[src/rtl/eb_pack.sv]
`default_nettype none
// ============================================================================
// eb_pack : width-up gearbox packing RATIO narrow beats into one wide word.
// Rev 1.0
// ============================================================================
module eb_pack #(
   parameter int T_0_WIDTH  = 8,
   parameter int RATIO      = 4,
   parameter int I_0_WIDTH  = T_0_WIDTH * RATIO,
   parameter int KEEP_WIDTH = $clog2(RATIO) + 1
) (
   input  logic                  clk,
   input  logic                  reset_n,
   input  logic [T_0_WIDTH-1:0]  t0_data,
   input  logic                  t0_valid,
   input  logic                  t0_last,
   output logic                  t0_ready,
   output logic [I_0_WIDTH-1:0]  i0_data,
   output logic [KEEP_WIDTH-1:0] i0_keep,
   output logic                  i0_last,
   output logic                  i0_valid,
   input  logic                  i0_ready
);

   localparam int CNT_W = $clog2(RATIO);

   logic [CNT_W-1:0]      cnt_q,   cnt_d;
   logic [I_0_WIDTH-1:0]  asm_q,   asm_d;
   logic [I_0_WIDTH-1:0]  data_q,  data_d;
   logic [KEEP_WIDTH-1:0] keep_q,  keep_d;
   logic                  last_q,  last_d;
   logic                  valid_q, valid_d;

   logic                  w_accept;
   logic                  w_emit;
   logic [I_0_WIDTH-1:0]  w_asm_beat;

   // Stall only while a finished word waits; emission needs the output slot.
   assign t0_ready = !valid_q || i0_ready;
   assign w_accept = t0_valid && t0_ready;
   assign w_emit   = w_accept && ((cnt_q == CNT_W'(RATIO - 1)) || t0_last);

   // Lanes above the counter are still zero because the register clears on emit.
   always_comb begin
      w_asm_beat = asm_q;
      for (int k = 0; k < RATIO; k++) begin
         if (cnt_q == CNT_W'(k)) begin
            w_asm_beat[k*T_0_WIDTH +: T_0_WIDTH] = t0_data;
         end
      end
   end

   always_comb begin
      cnt_d   = cnt_q;
      asm_d   = asm_q;
      data_d  = data_q;
      keep_d  = keep_q;
      last_d  = last_q;
      valid_d = valid_q;

      if (valid_q && i0_ready) begin
         valid_d = 1'b0;
      end

      if (w_emit) begin
         cnt_d   = '0;
         asm_d   = '0;
         data_d  = w_asm_beat;
         keep_d  = {1'b0, cnt_q} + KEEP_WIDTH'(1);
         last_d  = t0_last;
         valid_d = 1'b1;
      end else if (w_accept) begin
         cnt_d   = cnt_q + CNT_W'(1);
         asm_d   = w_asm_beat;
      end
   end

   always_ff @(posedge clk or negedge reset_n) begin
      if (!reset_n) begin
         cnt_q   <= '0;
         asm_q   <= '0;
         data_q  <= '0;
         keep_q  <= '0;
         last_q  <= 1'b0;
         valid_q <= 1'b0;
      end else begin
         cnt_q   <= cnt_d;
         asm_q   <= asm_d;
         data_q  <= data_d;
         keep_q  <= keep_d;
         last_q  <= last_d;
         valid_q <= valid_d;
      end
   end

   assign i0_data  = data_q;
   assign i0_keep  = keep_q;
   assign i0_last  = last_q;
   assign i0_valid = valid_q;

endmodule
`default_nettype wire

[config.mk]
export PLATFORM = sky130hd
export DESIGN_NAME = eb_pack
export DESIGN_NICKNAME = d
export VERILOG_FILES = /design/src/rtl/eb_pack.sv
export SDC_FILE = /design/constraint.sdc
export NUM_CORES = 1
export LEC_CHECK = 0
export ABC_AREA = 1
export ABC_CLOCK_PERIOD_IN_PS = 1300
export CORE_MARGIN = 4
export CORE_UTILIZATION = 48
export CTS_BUF_LIST = sky130_fd_sc_hd__clkbuf_4 sky130_fd_sc_hd__clkbuf_8 sky130_fd_sc_hd__clkbuf_16
export CTS_CLUSTER_SIZE = 28
export DETAILED_ROUTE_END_ITERATION = 7
export PLACE_DENSITY = 0.75
export REMOVE_ABC_BUFFERS = 1
export SLEW_MARGIN = 40
export SYNTH_ARGS = -nofsm -noshare
export SYNTH_HDL_FRONTEND = slang
export SYNTH_SLANG_ARGS = --single-unit
[constraint.sdc]
create_clock -name clk -period 1.3 [get_ports clk]
set_input_delay 0.325 -clock clk [delete_from_list [all_inputs] [get_ports clk]]
set_output_delay 0.325 -clock clk [all_outputs]
set_load 0.1 [all_outputs]
==> results.md <==
| Item | Reported |
| --- | --- |
| Unrepaired setup endpoints after global routing | yes |
| Total negative slack for setup checks | -3.489 ns |
| Min Tclk post-route | 1.434 ns |
| Non-filler instance count after layout | 580 |
| WHS | 0.4823 ns |
| Violations in the final reports | setup timing |
| Placed cells | 533 |
| Number of instances on the worst hold path | 2 |
| CTS sink cnt | 71 |
| Power after layout | 10.19 mW |
| Total global routing overflow | 0 |
| Pin count of the biggest net entering global routing | 72 |
| Total Nets Final | 515 |
| Placeable core region | 6495 sq um |
| Drt first pass iters | 6 |
| Layout cells sized above 1 | 35.59% |
| Category of the worst setup path launch point | flip-flop |
| Cell area after technology mapping | 3298 sq um |
| CP max stage delay | 0.46 ns |
| Reg2Reg Capture Point | asm_q[30] |
| Via count of the routed design | 3276 |
| Clock input transition at the sequential cells of the worst setup and hold paths | 0.08 ns |
| Cell-by-cell trace of the critical path | ha_4, inv_4, nand2_8, nand3_4, clkbuf_16, nand2_1, inv_1 |
| Number of maximum-capacitance constraint violations | 0 |
| Number of synthesized register bits | 71 |
| Data arrival time of the critical path | 1.69 ns |
| Number of hold violations in the final report | 0 |
| Number of synthesized flops with an enable pin | 0 |
| Adder-cell share of the synthesized area | 1.517% |
| Antenna-violating nets left | 0 |
| Multi-input combinational cell area | 1504 sq um |
| Endpoint with the worst hold slack | asm_q[10] |
| Count of input and output buffers | 50 |
| Post-Synth Simple-Gate Area | 37.18% |
| Hold Crit Class | reg -> reg |
| Initial antenna violation count | 0 |
| Aggregate routed wire length | 10.57 mm |
| Inserted Clock Buffers | 9 |
| Standard cell with the maximum stage delay on the critical path | dfrtp_2 |
| Clock skew after layout | 0.008337 ns |
| Status | finished with violations |
| Buffer and inverter count on the worst path | 3 |
| Final setup violation count | 54 |
| Area share of xor/xnor cells in the synthesized design | 0% |
| Synthesis-to-finish area growth | 55.88% |
| FF-to-FF path depth | 7 |
| Main combinational cell family by area after synthesis | simple AND/OR/NAND/NOR gates |
| Worst relative slew slack | 74.55% |
| Worst reg2reg path startpoint | cnt_q[0] |
| Starting density of the core | 50.78% |
| Standard cell area after detailed placement | 4317 sq um |
| Top delay family on crit path | flip-flops |
| Timing-limited maximum frequency | 0.6972 GHz |
| Routed wire length per instance | 18.23 um |
| Aggregate global-route resource usage | 21.23% |
| Wire length of the first global-routing pass | 13.98 mm |
| Die X | 90.89 um |
| Antenna fix cells | 0 |
| Prevailing post-synth register cell | dfrtp_1 |
| Slack of the worst reg-to-reg path | -0.13 ns |
| Floorplan die area | 8261 sq um |
| Clock tree from TritonCTS | built |
| Seq/Total Area, Yosys | 53.87% |
| Crit share post-route | 110.3% |
| Hold Crit Start | asm_q[10] |
| Max-slew violation count | 0 |
| Final estimated routing congestion in global placement | 0.7909 |
| Post-synthesis compound-gate area fraction | 0.4932% |
| DRC errors left | 0 |
| Category of the worst setup path capture point | flip-flop |
| Pleak | 2.748 nW |
| Area of all sequential standard cells | 1789 sq um |
| Gate count of the mapped netlist | 410 |
| Required time reported for the critical path endpoint | 1.55 ns |
| H-Tree Level Count | 3 |
| Avg Cell Area, Syn | 8.044 sq um |
| I/O Pins | 51 |
| DP HPWL | 5.326 mm |
| Violation count after the first detailed-route iteration | 346 |
| Maximum vdd drop | 0.001510 V |
| Post-synth cell types | 16 |
| Total of fill cells in the finished design | 355 |
| Final instance area | 5141 sq um |
| Placement row count | 29 |
| Power density over the cells | 1982 nW/um^2 |
| Clock Path Buffers | 2 |
| Kind of critical path | reg -> reg |
| Vias in the first global route | 2911 |
| Worst Max-Slew Pin Slew | 0.3817 ns |
| Share of cell area taken by muxes after synthesis | 0% |
| Clock latency reported for the late side of the worst-skew pair | 0.36 ns |
| Synth warn | 0 |
| Crit path max fanout | 8 |
| Share of flip-flops with an asynchronous set or reset after synthesis | 100.0% |
| Height of the die | 90.89 um |
| Clock tree root buffer cell | clkbuf_8 |
| Detail-routed via count per cell | 5.648 |
| Smallest setup slack after layout | -0.1342 ns |
[registers in the layout, summed over array words and instances (netlist names)]
| register | flops |
|---|---|
| asm_q | 32 |
| i0_data | 32 |
| i0_keep | 3 |
| cnt_q | 2 |
| i0_last | 1 |
| i0_valid | 1 |
[power by group]
part / internal [mW] / switching [mW] / total [mW]
registers: 2.61 / 0.419 / 3.03
clock network: 1.29 / 0.868 / 2.16
logic: 1.82 / 3.18 / 5.00
[cells in the final DEF (no fill, tap or decap), drive strengths merged]
master / synthesis / final
nand2: 234 / 234
buf: 21 / 81
dfrtp: 71 / 71
nand3: 59 / 59
inv: 18 / 18
clkbuf: 0 / 15
clkdlybuf4s50: 0 / 10
ha: 4 / 4
bufinv: 0 / 3
clkinv: 0 / 3
nand4: 2 / 2
a21oi: 1 / 1
dlygate4sd3: 0 / 1
dlygate4sd2: 0 / 1
[worst min-delay path: cells and delay by family (launching register included)]
family	cells	cell delay (ns)
DFF	1	0.35
and+or+nand+nor	2	0.10
[stage by stage]
step / setup slack, ns / util (%)
floorplan: -1.032 / -
global placement: -0.2613 / 66.46
detailed placement: -0.2995 / 66.46
CTS: -0.08545 / 71.18
global route: -0.1922 / 79.16
finish: -0.1342 / 79.16
[Yosys cell counts (2+ instances only)]
cell type / number / area share [%]
dfrtp_1: 71 / 54
nand3_1: 55 / 8.3
nand4_1: 2 / 0.38
buf_6: 7 / 2.4
nand2_2: 2 / 0.38
buf_4: 3 / 0.68
buf_2: 11 / 1.7
ha_1: 4 / 1.5
nand3_2: 3 / 0.91
inv_4: 2 / 0.38
inv_1: 15 / 1.7
nand2_1: 231 / 26
[routing by layer]
metal	global-route usage (%)	part of all wire, %	vias to the layer above
met5	0	0	-
met4	6.910	3.9	0
met3	6.083	7.8	54
met2	36.20	52	179
met1	25.92	36	1594
li1	-	-	1449
[layout make-up]
cell class | instances | share of cell area (%)
Multi-Input combinational cell | 300 | 29.25
Inverter | 18 | 1.558
Clock buffer | 10 | 2.555
Sequential cell | 71 | 34.80
Clock inverter | 6 | 2.117
Tap cell | 77 | 1.874
Timing Repair Buffer | 98 | 27.84
[timing repair]
item,CTS,global route
gates resized for setup,16,73
pin swaps,2,18
setup buffers,3,21
endpoints found under the hold margin,12,0
hold buffers,1,0
setup endpoints to repair,60,98
cloned,0,6
[how the worst max path moves through the flow]
stage | end | from | depth (start not counted) | slack (ns)
floorplan | i0_data[0] | i0_valid | 4 | -1.03
global placement | t0_ready | i0_ready | 4 | -0.26
detailed placement | i0_keep[2] | i0_ready | 7 | -0.30
CTS | t0_ready | i0_valid | 2 | -0.09
global route | asm_q[30] | cnt_q[0] | 7 | -0.19
finish | asm_q[30] | cnt_q[0] | 7 | -0.13
[cell families after synthesis]
logic type / count (synthesis)
buffers and inverters: 39
and+or+nand+nor: 295
DFF: 71
AOI/OAI and AO/OA: 1
adders and majority gates: 4
Note: power is estimated with default switching activity, not from simulation.
